$ cat src/rtl/axis_matmul_pkg.sv
// Shared types, field layout and beat packing for the matmul AXI-Stream driver.
package axis_matmul_pkg;

    localparam int unsigned OPW    = 4;
    localparam int unsigned RESW   = 16;
    localparam int unsigned BEAT_W = 32;

    localparam int unsigned A0_LSB = 0;
    localparam int unsigned A1_LSB = 8;
    localparam int unsigned B0_LSB = 16;
    localparam int unsigned B1_LSB = 24;

    typedef enum logic [1:0] {
        LOAD    = 2'd0,
        SEND    = 2'd1,
        COLLECT = 2'd2
    } state_e;

    // Each operand sits in the low nibble of its own byte lane; upper nibbles are zero.
    function automatic logic [BEAT_W-1:0] pack_beat(input logic [OPW-1:0] a0,
                                                     input logic [OPW-1:0] a1,
                                                     input logic [OPW-1:0] b0,
                                                     input logic [OPW-1:0] b1);
        logic [BEAT_W-1:0] beat;
        beat                  = '0;
        beat[A0_LSB +: OPW]   = a0;
        beat[A1_LSB +: OPW]   = a1;
        beat[B0_LSB +: OPW]   = b0;
        beat[B1_LSB +: OPW]   = b1;
        return beat;
    endfunction

endpackage

$ cat src/rtl/axis_matmul_driver_if.sv
// Load port, operand stream, result stream and host result port of the matmul driver.
// master: the driver itself; slave: the surrounding environment.
interface axis_matmul_driver_if;
    import axis_matmul_pkg::*;

    logic              ld_valid;
    logic              ld_ready;
    logic [OPW-1:0]    ld_a0;
    logic [OPW-1:0]    ld_a1;
    logic [OPW-1:0]    ld_b0;
    logic [OPW-1:0]    ld_b1;
    logic              ld_last;

    logic              m_axis_tvalid;
    logic [BEAT_W-1:0] m_axis_tdata;
    logic              m_axis_tlast;
    logic              m_axis_tready;

    logic              s_axis_tvalid;
    logic [BEAT_W-1:0] s_axis_tdata;
    logic              s_axis_tlast;
    logic              s_axis_tready;

    logic              res_valid;
    logic [RESW-1:0]   res_c0;
    logic [RESW-1:0]   res_c1;
    logic              res_ready;

    modport master (
        input  ld_valid, ld_a0, ld_a1, ld_b0, ld_b1, ld_last,
        output ld_ready,
        output m_axis_tvalid, m_axis_tdata, m_axis_tlast,
        input  m_axis_tready,
        input  s_axis_tvalid, s_axis_tdata, s_axis_tlast,
        output s_axis_tready,
        output res_valid, res_c0, res_c1,
        input  res_ready
    );

    modport slave (
        output ld_valid, ld_a0, ld_a1, ld_b0, ld_b1, ld_last,
        input  ld_ready,
        input  m_axis_tvalid, m_axis_tdata, m_axis_tlast,
        output m_axis_tready,
        output s_axis_tvalid, s_axis_tdata, s_axis_tlast,
        input  s_axis_tready,
        input  res_valid, res_c0, res_c1,
        output res_ready
    );

endinterface

$ cat src/rtl/axis_beat_buf.sv
// DEPTH x 32-bit FIFO holding one job of packed operand beats.
// Pointers wrap modulo DEPTH; clr empties the buffer synchronously.
module axis_beat_buf
    import axis_matmul_pkg::*;
#(
    parameter  int unsigned DEPTH = 4,
    localparam int unsigned PtrW  = (DEPTH > 1) ? $clog2(DEPTH) : 1,
    localparam int unsigned CntW  = PtrW + 1
) (
    input  logic              clk,
    input  logic              rst,
    input  logic              clr,
    input  logic              wr_en,
    input  logic [BEAT_W-1:0] wr_data,
    input  logic              rd_en,
    output logic [BEAT_W-1:0] rd_data,
    output logic [CntW-1:0]   count,
    output logic              full,
    output logic              empty
);

    logic [BEAT_W-1:0] mem_q [DEPTH];
    logic [PtrW-1:0]   wr_ptr_q, rd_ptr_q;
    logic [CntW-1:0]   count_q;
    logic              do_wr, do_rd;

    assign full    = (count_q == CntW'(DEPTH));
    assign empty   = (count_q == '0);
    assign count   = count_q;
    assign rd_data = mem_q[rd_ptr_q];
    assign do_wr   = wr_en && !full;
    assign do_rd   = rd_en && !empty;

    // Storage array: written on accepted loads, no reset needed.
    always_ff @(posedge clk) begin
        if (do_wr) begin
            mem_q[wr_ptr_q] <= wr_data;
        end
    end

    // Pointers and occupancy.
    always_ff @(posedge clk or negedge rst) begin
        if (!rst) begin
            wr_ptr_q <= '0;
            rd_ptr_q <= '0;
            count_q  <= '0;
        end else if (clr) begin
            wr_ptr_q <= '0;
            rd_ptr_q <= '0;
            count_q  <= '0;
        end else begin
            if (do_wr) begin
                wr_ptr_q <= wr_ptr_q + PtrW'(1);
            end
            if (do_rd) begin
                rd_ptr_q <= rd_ptr_q + PtrW'(1);
            end
            if (do_wr && !do_rd) begin
                count_q <= count_q + CntW'(1);
            end else if (do_rd && !do_wr) begin
                count_q <= count_q - CntW'(1);
            end
        end
    end

endmodule

$ cat src/rtl/axis_matmul_driver.sv
// Master-side driver for the 2x2 matmul AXI-Stream wrapper: buffers a job of operand
// tuples, streams it as one packet, then passes the result beats through to the host.
// Optional COLLECT watchdog: define AXIS_DRV_TIMEOUT_EN.
module axis_matmul_driver
    import axis_matmul_pkg::*;
#(
    parameter int unsigned DEPTH     = 4,
    parameter int unsigned TO_CYCLES = 1024
) (
    input  logic                 clk,
    input  logic                 rst,
    axis_matmul_driver_if.master bus,
    output logic                 busy,
    output logic                 done,
    output logic                 err_timeout
);

    localparam int unsigned PtrW = (DEPTH > 1) ? $clog2(DEPTH) : 1;
    localparam int unsigned CntW = PtrW + 1;

    state_e            state_q, state_d;
    logic              tvalid_q, tvalid_d;
    logic [BEAT_W-1:0] tdata_q, tdata_d;
    logic              tlast_q, tlast_d;

    logic              buf_clr, buf_wr, buf_rd;
    logic [BEAT_W-1:0] buf_rd_data;
    logic [CntW-1:0]   buf_count;
    logic              buf_full, buf_empty;

    logic              ld_ready;
    logic              ld_accept;
    logic              m_hs;
    logic              s_hs;
    logic              in_collect;
    logic              to_expired;

    axis_beat_buf #(
        .DEPTH (DEPTH)
    ) u_buf (
        .clk     (clk),
        .rst     (rst),
        .clr     (buf_clr),
        .wr_en   (buf_wr),
        .wr_data (pack_beat(bus.ld_a0, bus.ld_a1, bus.ld_b0, bus.ld_b1)),
        .rd_en   (buf_rd),
        .rd_data (buf_rd_data),
        .count   (buf_count),
        .full    (buf_full),
        .empty   (buf_empty)
    );

    assign ld_ready   = (state_q == LOAD) && !buf_full;
    assign ld_accept  = bus.ld_valid && ld_ready;
    assign m_hs       = tvalid_q && bus.m_axis_tready;
    assign in_collect = (state_q == COLLECT);
    assign s_hs       = in_collect && bus.s_axis_tvalid && bus.res_ready;

    assign bus.ld_ready      = ld_ready;
    assign bus.m_axis_tvalid = tvalid_q;
    assign bus.m_axis_tdata  = tdata_q;
    assign bus.m_axis_tlast  = tlast_q;

    // Result path is a straight pass-through while collecting, gated off otherwise.
    assign bus.s_axis_tready = in_collect && bus.res_ready;
    assign bus.res_valid     = in_collect && bus.s_axis_tvalid;
    assign bus.res_c0        = in_collect ? bus.s_axis_tdata[RESW-1:0] : '0;
    assign bus.res_c1        = in_collect ? bus.s_axis_tdata[2*RESW-1:RESW] : '0;

    assign busy = (state_q != LOAD) || !buf_empty;

`ifdef AXIS_DRV_TIMEOUT_EN
    localparam int unsigned ToW = (TO_CYCLES > 1) ? $clog2(TO_CYCLES) : 1;

    logic [ToW-1:0] to_cnt_q, to_cnt_d;
    logic           err_q, err_d;

    assign to_expired  = in_collect && !s_hs && (to_cnt_q == ToW'(TO_CYCLES - 1));
    assign err_timeout = err_q;

    // Watchdog counts idle COLLECT cycles; any result handshake restarts it.
    always_comb begin
        to_cnt_d = to_cnt_q;
        if (!in_collect || s_hs || to_expired) begin
            to_cnt_d = '0;
        end else begin
            to_cnt_d = to_cnt_q + ToW'(1);
        end
    end

    // Timeout flag is sticky until the host starts a new job.
    always_comb begin
        err_d = err_q;
        if (ld_accept) begin
            err_d = 1'b0;
        end else if (to_expired) begin
            err_d = 1'b1;
        end
    end

    // Watchdog state.
    always_ff @(posedge clk or negedge rst) begin
        if (!rst) begin
            to_cnt_q <= '0;
            err_q    <= 1'b0;
        end else begin
            to_cnt_q <= to_cnt_d;
            err_q    <= err_d;
        end
    end
`else
    logic unused_to_cycles;

    assign unused_to_cycles = ^TO_CYCLES;
    assign to_expired       = 1'b0;
    assign err_timeout      = 1'b0;
`endif

    // FSM and output-beat registers.
    always_ff @(posedge clk or negedge rst) begin
        if (!rst) begin
            state_q  <= LOAD;
            tvalid_q <= 1'b0;
            tdata_q  <= '0;
            tlast_q  <= 1'b0;
        end else begin
            state_q  <= state_d;
            tvalid_q <= tvalid_d;
            tdata_q  <= tdata_d;
            tlast_q  <= tlast_d;
        end
    end

    // Next-state, buffer control and operand-beat staging.
    always_comb begin
        state_d  = state_q;
        tvalid_d = tvalid_q;
        tdata_d  = tdata_q;
        tlast_d  = tlast_q;
        buf_wr   = 1'b0;
        buf_rd   = 1'b0;
        buf_clr  = 1'b0;
        done     = 1'b0;

        case (state_q)
            LOAD: begin
                if (ld_accept) begin
                    buf_wr = 1'b1;
                    // Beat number DEPTH closes the job regardless of ld_last.
                    if (bus.ld_last || (buf_count == CntW'(DEPTH - 1))) begin
                        state_d = SEND;
                    end
                end
            end

            SEND: begin
                if (m_hs && tlast_q) begin
                    tvalid_d = 1'b0;
                    tlast_d  = 1'b0;
                    state_d  = COLLECT;
                end else if (!tvalid_q || m_hs) begin
                    // Refill the output stage in the handshake cycle so beats stay back-to-back.
                    if (!buf_empty) begin
                        buf_rd   = 1'b1;
                        tvalid_d = 1'b1;
                        tdata_d  = buf_rd_data;
                        tlast_d  = (buf_count == CntW'(1));
                    end else begin
                        tvalid_d = 1'b0;
                    end
                end
            end

            COLLECT: begin
                if (s_hs && bus.s_axis_tlast) begin
                    done    = 1'b1;
                    buf_clr = 1'b1;
                    state_d = LOAD;
                end else if (to_expired) begin
                    buf_clr = 1'b1;
                    state_d = LOAD;
                end
            end

            default: begin
                state_d = LOAD;
            end
        endcase
    end

endmodule

$ cat src/flat_wrapper.sv
// flat-port wrapper written by rule: the top's interface ports become plain ports
module axis_matmul_driver_flat import axis_matmul_pkg::*;
#(
    parameter int unsigned DEPTH     = 4,
    parameter int unsigned TO_CYCLES = 1024
)
  (clk, rst, busy, done, err_timeout, bus_ld_valid, bus_ld_a0, bus_ld_a1, bus_ld_b0, bus_ld_b1, bus_ld_last, bus_ld_ready, bus_m_axis_tvalid, bus_m_axis_tdata, bus_m_axis_tlast, bus_m_axis_tready, bus_s_axis_tvalid, bus_s_axis_tdata, bus_s_axis_tlast, bus_s_axis_tready, bus_res_valid, bus_res_c0, bus_res_c1, bus_res_ready);
  axis_matmul_driver_if bus_i ();
  input  logic clk;
  input  logic rst;
  output logic busy;
  output logic done;
  output logic err_timeout;
  input wire logic [$bits(bus_i.ld_valid)-1:0] bus_ld_valid;
  input wire logic [$bits(bus_i.ld_a0)-1:0] bus_ld_a0;
  input wire logic [$bits(bus_i.ld_a1)-1:0] bus_ld_a1;
  input wire logic [$bits(bus_i.ld_b0)-1:0] bus_ld_b0;
  input wire logic [$bits(bus_i.ld_b1)-1:0] bus_ld_b1;
  input wire logic [$bits(bus_i.ld_last)-1:0] bus_ld_last;
  output wire logic [$bits(bus_i.ld_ready)-1:0] bus_ld_ready;
  output wire logic [$bits(bus_i.m_axis_tvalid)-1:0] bus_m_axis_tvalid;
  output wire logic [$bits(bus_i.m_axis_tdata)-1:0] bus_m_axis_tdata;
  output wire logic [$bits(bus_i.m_axis_tlast)-1:0] bus_m_axis_tlast;
  input wire logic [$bits(bus_i.m_axis_tready)-1:0] bus_m_axis_tready;
  input wire logic [$bits(bus_i.s_axis_tvalid)-1:0] bus_s_axis_tvalid;
  input wire logic [$bits(bus_i.s_axis_tdata)-1:0] bus_s_axis_tdata;
  input wire logic [$bits(bus_i.s_axis_tlast)-1:0] bus_s_axis_tlast;
  output wire logic [$bits(bus_i.s_axis_tready)-1:0] bus_s_axis_tready;
  output wire logic [$bits(bus_i.res_valid)-1:0] bus_res_valid;
  output wire logic [$bits(bus_i.res_c0)-1:0] bus_res_c0;
  output wire logic [$bits(bus_i.res_c1)-1:0] bus_res_c1;
  input wire logic [$bits(bus_i.res_ready)-1:0] bus_res_ready;
  assign bus_i.ld_valid = bus_ld_valid;
  assign bus_i.ld_a0 = bus_ld_a0;
  assign bus_i.ld_a1 = bus_ld_a1;
  assign bus_i.ld_b0 = bus_ld_b0;
  assign bus_i.ld_b1 = bus_ld_b1;
  assign bus_i.ld_last = bus_ld_last;
  assign bus_ld_ready = bus_i.ld_ready;
  assign bus_m_axis_tvalid = bus_i.m_axis_tvalid;
  assign bus_m_axis_tdata = bus_i.m_axis_tdata;
  assign bus_m_axis_tlast = bus_i.m_axis_tlast;
  assign bus_i.m_axis_tready = bus_m_axis_tready;
  assign bus_i.s_axis_tvalid = bus_s_axis_tvalid;
  assign bus_i.s_axis_tdata = bus_s_axis_tdata;
  assign bus_i.s_axis_tlast = bus_s_axis_tlast;
  assign bus_s_axis_tready = bus_i.s_axis_tready;
  assign bus_res_valid = bus_i.res_valid;
  assign bus_res_c0 = bus_i.res_c0;
  assign bus_res_c1 = bus_i.res_c1;
  assign bus_i.res_ready = bus_res_ready;
  axis_matmul_driver #(.DEPTH(DEPTH), .TO_CYCLES(TO_CYCLES)) u_core (.clk(clk), .rst(rst), .bus(bus_i), .busy(busy), .done(done), .err_timeout(err_timeout));
endmodule
$ cat config.mk
export PLATFORM = sky130hd
export DESIGN_NAME = axis_matmul_driver_flat
export DESIGN_NICKNAME = d
export VERILOG_FILES = /design/src/rtl/axis_matmul_pkg.sv /design/src/rtl/axis_matmul_driver_if.sv /design/src/rtl/axis_beat_buf.sv /design/src/rtl/axis_matmul_driver.sv /design/src/flat_wrapper.sv
export SDC_FILE = /design/constraint.sdc
export NUM_CORES = 1
export LEC_CHECK = 0
export CORE_ASPECT_RATIO = 0.6
export CORE_MARGIN = 1.5
export CORE_UTILIZATION = 50
export DETAILED_ROUTE_END_ITERATION = 7
export PLACE_DENSITY_LB_ADDON = 0.25
export SYNTH_ARGS = -nofsm -noshare
export SYNTH_HDL_FRONTEND = slang
export SYNTH_SLANG_ARGS = --single-unit
$ cat constraint.sdc
create_clock -name clk -period 4.59 [get_ports clk]
set_clock_uncertainty 0.05 [all_clocks]
set_input_delay 1.377 -clock clk [delete_from_list [all_inputs] [get_ports clk]]
set_output_delay 1.377 -clock clk [all_outputs]
set_load 0.01 [all_outputs]
==> qor.txt, run 1 <==
initial antenna violation count: 0
Final #Nets: 431
pre-CTS setup slack: 548 ps
number of synthesized flops with an enable pin: 64
RSZ-0062 raised after global routing: false
fin crit period: 4040 ps
Slowest-stage cell, CP: clkdlybuf4s50_1
setup TNS: 0 ps
Worst Path Arrival: 2620 ps
highest clock rate: 247 MHz
Buf/Inv on CP: 2
clk slew on worst S/H paths: 60 ps
post-synth top area cell: edfxtp_1
Post-synth top cells: 64 x edfxtp_1, 35 x and2_1, 27 x dfrtp_1
Port Buffers: 110
cts hold-fix bufs: 0
mean area per synthesized cell: 16.1 sq um
CP dominant cell by count: clkdlybuf4s50_1
Die ar.: 8660 sq um
power density over cell area: 570 nW/um^2
ratio of cells with drive above 1 in the final layout: 0.132
starting density of the core: 0.516
crit end category: primary output
CTS tree: done
Final Core Density: 0.701
Worst Path Class, Setup: primary input to primary output
main area contributors after synthesis: edfxtp_1 47%, dfrtp_1 17%, mux4_2 6.1%
Worst Hold Class: register to register
# rows: 25
sequential area share after synthesis: 0.642
cell-by-cell trace of the critical path: clkdlybuf4s50_1 -> and4_1 -> clkdlybuf4s50_1
top_reg_cell synth: edfxtp_1
final worst slack: 546 ps
area grow syn2layout: 36.0%
Die X: 119 microns
via count: 2313
gr usage total: 0.196
drt pass-1 iters: 4
Tot Pwr: 3.14 mW
Req. time, crit path: 3160 ps
Skew-Pair Late Insertion Delay: 340 ps
GPL Wtd Cong: 0.775
ant diodes: 0
synthesis warning total: 0
Slew Limit Headroom: 0.299
Yosys top cell area share: 0.475
total CTS buffers: 9
Tcrit/Tclk final: 0.881
hold depth: 1
GRT overflow: 0
most frequent cell after synthesis: edfxtp_1
ANT nets after route: 0
post_cts resized: 0
Setup violations, final: 0
P_leak: 2.10 nW
Longest Clk Path Bufs: 2
# fillers: 539
slew at the pin closest to its max-slew limit: 1050 ps
ys async rst share: 0.297
DRC viols: 0
post-CTS setup buffer count: 0
largest net degree at the start of global routing: 37
Worst VDD drop: 262 uV
MaxCap Viol Count: 0
area of the core: 7850 sq um
vias per std cell: 4.84
Yosys reg bits: 91
# clock sinks: 91
Synth Cell Area: 4050 sq um
Fin Hold WS: 455 ps
Crit path depth: 3
largest stage delay on the critical path: 550 ps
H-Tree Depth: 3
critical path launch point type: primary input
Final Max Tran Viols: 0
hold violation count in the final report: 0
Crit Path Max Fanout: 2
Chip Height: 72.7 microns
status: complete, no violations
DR WL/cell: 16.7 microns
R2R depth: 4
Ports: 128
Routed WL: 8010 microns
Netlist cell types: 31
root buffer cell: clkbuf_16
Iter 0 DRT Violations: 119
vias in the first global route: 2386
Post-Syn Instances: 252
first-pass GRT wire length: 12300 microns
detailed placement HPWL: 5570 microns
cell family with most CP delay: buffers and inverters
==> power breakdown <==
group	total [mW]	internal, mW	switching [mW]
combinational	1.08	0.639	0.439
clock	0.799	0.507	0.293
sequential	1.26	1.09	0.176
total	3.14	2.23	0.907
==> layout make-up <==
type                    count  area [sq um]  area share
well taps                 108           135      0.0246
clock buffers              12           256      0.0466
repair buffers            113          1120       0.204
multi-input cells         143          1290       0.235
inverters                   7          26.3     0.00477
flip-flops and latches     91          2600       0.472
clock inverters             4          73.8      0.0134
==> routing by layer <==
layer  vias up  track usage  wire (microns)
met5         -            0               0
met2        54        0.310            3910
li1       1103            -               -
met4         0       0.0723             116
met1      1146        0.258            3640
met3        10       0.0672             336
==> cells by family (layout without fill, tap and decap cells) <==
| family | after synthesis | after routing | synth area share |
|---|---|---|---|
| buf+inv | 34 | 136 | 0.0559 |
| fa+ha+maj | 10 | 10 | 0.0309 |
| flops | 91 | 91 | 0.642 |
| simple gates | 66 | 66 | 0.0921 |
| other cells | 1 | 17 | 0.000926 |
| compound gates | 13 | 13 | 0.0216 |
| mux | 33 | 33 | 0.148 |
| xor+xnor | 4 | 4 | 0.00866 |
==> layout by cell type (no fill, tap or decap), types with 9 or more instances in the layout <==
cell type	count
and2_1	35
clkbuf_16	9
clkdlybuf4s50_1	110
conb_1	17
dfrtp_1	27
edfxtp_1	64
ha_1	10
mux4_2	11
nor2_1	10
==> through the flow <==
stage	std cells	instance area, sq um
after floorplan	268	4110
after global placement	462	5170
after detailed placement	462	5170
after CTS	478	5500
after global routing	478	5500
final	478	5500
==> flip-flops by register name, indices dropped and copies added (netlist names) <==
name and count:
u_core.u_buf.rd_ptr_q 2, u_core.state_q 2, u_core.u_buf.wr_ptr_q 2, u_core.u_buf.mem_q 64, u_core.bus.m_axis_tdata 16, u_core.bus.m_axis_tvalid 1, u_core.u_buf.count 3, u_core.bus.m_axis_tlast 1
==> final timing paths <==
check	from	endpoint	slack (ps)
worst max-delay path	bus_res_ready	done	550
worst min-delay path	u_core.bus.m_axis_tdata[11]	u_core.bus.m_axis_tdata[11]	460
worst max register to register	u_core.u_buf.count[0]	u_core.u_buf.mem_q[0][11]	2220
max in group asynchronous	rst	u_core.bus.m_axis_tdata[10]	2840
min in group asynchronous	rst	u_core.bus.m_axis_tvalid	1370
worst min register to register	u_core.bus.m_axis_tdata[11]	u_core.bus.m_axis_tdata[11]	460
No activity file was read; power rests on OpenSTA's default activity.
==> run 2: changes to the inputs <==
- CORE_UTILIZATION: 50 -> 60
- DONT_BUFFER_PORTS: default -> 1
==> qor.txt, run 2 (synthesis results as in run 1) <==
status: complete, no violations
Chip Height: 66.6 microns (-8.4%)
Gate power share: 0.293 (-0.050)
gr usage total: 0.196 (-0.000301)
Critical Path Start: u_core.state_q[1]
RSZ-0062 raised after global routing: false
Longest Clk Path Bufs: 2 (unchanged)
largest net degree at the start of global routing: 28 (-24%)
crit end category: primary output
critical path launch point type: register
Req. time, crit path: 3160 ps (about the same)
vias per std cell: 5.53 (+14%)
cell-by-cell trace of the critical path: nor2b_2 -> buf_4 -> and4_1
cts hold-fix bufs: 0 (unchanged)
highest clock rate: 305 MHz (+23%)
Die X: 109 microns (-8.5%)
final worst slack: 1310 ps (+761 ps)
area of the core: 6300 sq um (-20%)
setup TNS: 0 ps (unchanged)
Switching Share: 0.317 (+0.0277)
hold violation count in the final report: 0 (unchanged)
detailed placement HPWL: 4530 microns (-19%)
post_cts resized: 0 (unchanged)
Tot Pwr: 2.60 mW (-17%)
Top Layer Used: met4
Port Buffers: 0 (-100%)
fin crit period: 3280 ps (-761 ps)
Routed WL: 6540 microns (-18%)
via count: 1896 (-18%)
Largest Register: u_core.u_buf.mem_q
MaxCap Viol Count: 0 (unchanged)
# rows: 22 (-12%)
Ports: 128 (unchanged)
vias in the first global route: 1830 (-23%)
Final Max Tran Viols: 0 (unchanged)
met1 WL: 2790 microns (-23%)
commonest non-fill, non-tap cell in the layout: edfxtp_1
switching power: 822 uW (-9.3%)
largest stage delay on the critical path: 470 ps (-80 ps)
Final Core Density: 0.671 (-0.0301)
H-Tree Depth: 3 (unchanged)
first-pass GRT wire length: 9630 microns (-22%)
power density over cell area: 614 nW/um^2 (+7.7%)
Area after DPL: 4040 sq um (-22%)
ANT nets after route: 0 (unchanged)
wire length on met2: 3120 microns (-20%)
Worst Path Arrival: 1860 ps (-760 ps)
P_leak: 1.62 nW (-23%)
Crit Path Max Fanout: 26 (+24)
# clock sinks: 91 (unchanged)
Skew-Pair Late Insertion Delay: 360 ps (+20 ps)
post-CTS setup buffer count: 0 (unchanged)
WL met3: 537 microns (+60%)
Tcrit/Tclk final: 0.715 (-0.166)
ant diodes: 0 (unchanged)
CTS tree: done
pre-CTS setup slack: 1350 ps (+799 ps)
GPL Wtd Cong: 0.865 (+12%)
hold path start: u_core.u_buf.count[1]
DRC viols: 0 (unchanged)
starting density of the core: 0.642 (+0.127)
max FFs per register: 64 (unchanged)
Die ar.: 7260 sq um (-16%)
Slowest-stage cell, CP: and4_1
most frequent cells in the layout: 64 x edfxtp_1, 35 x and2_1, 27 x dfrtp_1, 17 x conb_1, 11 x mux4_2
Final #Nets: 320 (-26%)
initial antenna violation count: 0 (unchanged)
drt pass-1 iters: 4 (unchanged)
root buffer cell: clkbuf_8
Slew Limit Headroom: 0.310 (+0.0117)
DR WL/cell: 19.1 microns (+14%)
area grow syn2layout: 4.48%
Sequential Power Share: 0.505 (+0.103)
GRT overflow: 0 (unchanged)
Iter 0 DRT Violations: 58 (-51%)
Setup violations, final: 0 (unchanged)
post-route cell area: 4230 sq um (-23%)
internal power: 1.77 mW (-20%)
ratio of cells with drive above 1 in the final layout: 0.181 (+0.0490)
Worst Path Class, Setup: register to primary output
clk slew on worst S/H paths: 80 ps (+20 ps)
Worst Hold Class: register to register
Clock power frac: 0.202 (-0.053)
# fillers: 443 (-18%)
Worst VDD drop: 346 uV (+32%)
total CTS buffers: 9 (unchanged)
slew at the pin closest to its max-slew limit: 1030 ps (-17.6 ps)
Reg2Reg Launch Point: u_core.u_buf.count[0]
run 2: cell count changes in the layout (fill, tap and decap cells not counted):
cell / previous run / this run
buf_4: 3 / 2
bufinv_16: 2 / 1
clkbuf_16: 9 / 0
clkbuf_8: 2 / 10
clkdlybuf4s50_1: 110 / 0
clkinv_1: 0 / 1
clkinv_2: 1 / 2
run 2: power by group through the flow:
stage	registers, mW	logic, mW	clock network, mW
final	1.31	0.761	0.524
after global routing	1.35	0.842	0.566
after CTS	1.32	0.768	0.540
after detailed placement	1.33	0.768	0
after global placement	1.33	0.741	0
after floorplan	1.22	0.750	0
run 2: stage by stage:
stage | hold WS [ps] | instances
2_1_floorplan | 460 | 268
3_3_place_gp | 489 | 327
3_5_place_dp | 499 | 327
4_1_cts | 518 | 343
5_1_grt | 547 | 343
6_report | 507 | 343
run 2: routing by layer:
layer,track usage,vias to the layer above
met5,0,-
li1,-,878
met3,0.0969,10
met2,0.296,74
met4,0.0839,0
met1,0.240,934
run 2: final cells by class:
class                      instances  area [sq um]  share of cell area
sequential                        91          2600               0.614
clock inverter                     5          52.6              0.0124
clock buffer                      11           141              0.0334
inverter                           7          26.3             0.00621
multi-input combinational        143          1290               0.305
tap                               84           105              0.0249
timing repair buffer               2          15.0             0.00355
run 2: path summary, 6_finish.rpt:
| kind | to | slack, ps | cells past startpoint |
|---|---|---|---|
| worst max-delay path | done | 1310 | 3 |
| worst min-delay path | u_core.u_buf.count[1] | 510 | 2 |
| worst max register to register | u_core.u_buf.count[2] | 2130 | 10 |
| worst min register to register | u_core.u_buf.count[1] | 510 | 2 |
| max in group asynchronous | u_core.u_buf.count[2] | 3750 | 0 |
| min in group asynchronous | u_core.bus.m_axis_tdata[3] | 650 | 0 |
run 2: worst max-delay path, delay by kind of cell, from the launching register on:
family / cells / cell delay (ps)
and+or+nand+nor: 2 / 790
DFF: 1 / 430
buffers and inverters: 1 / 270
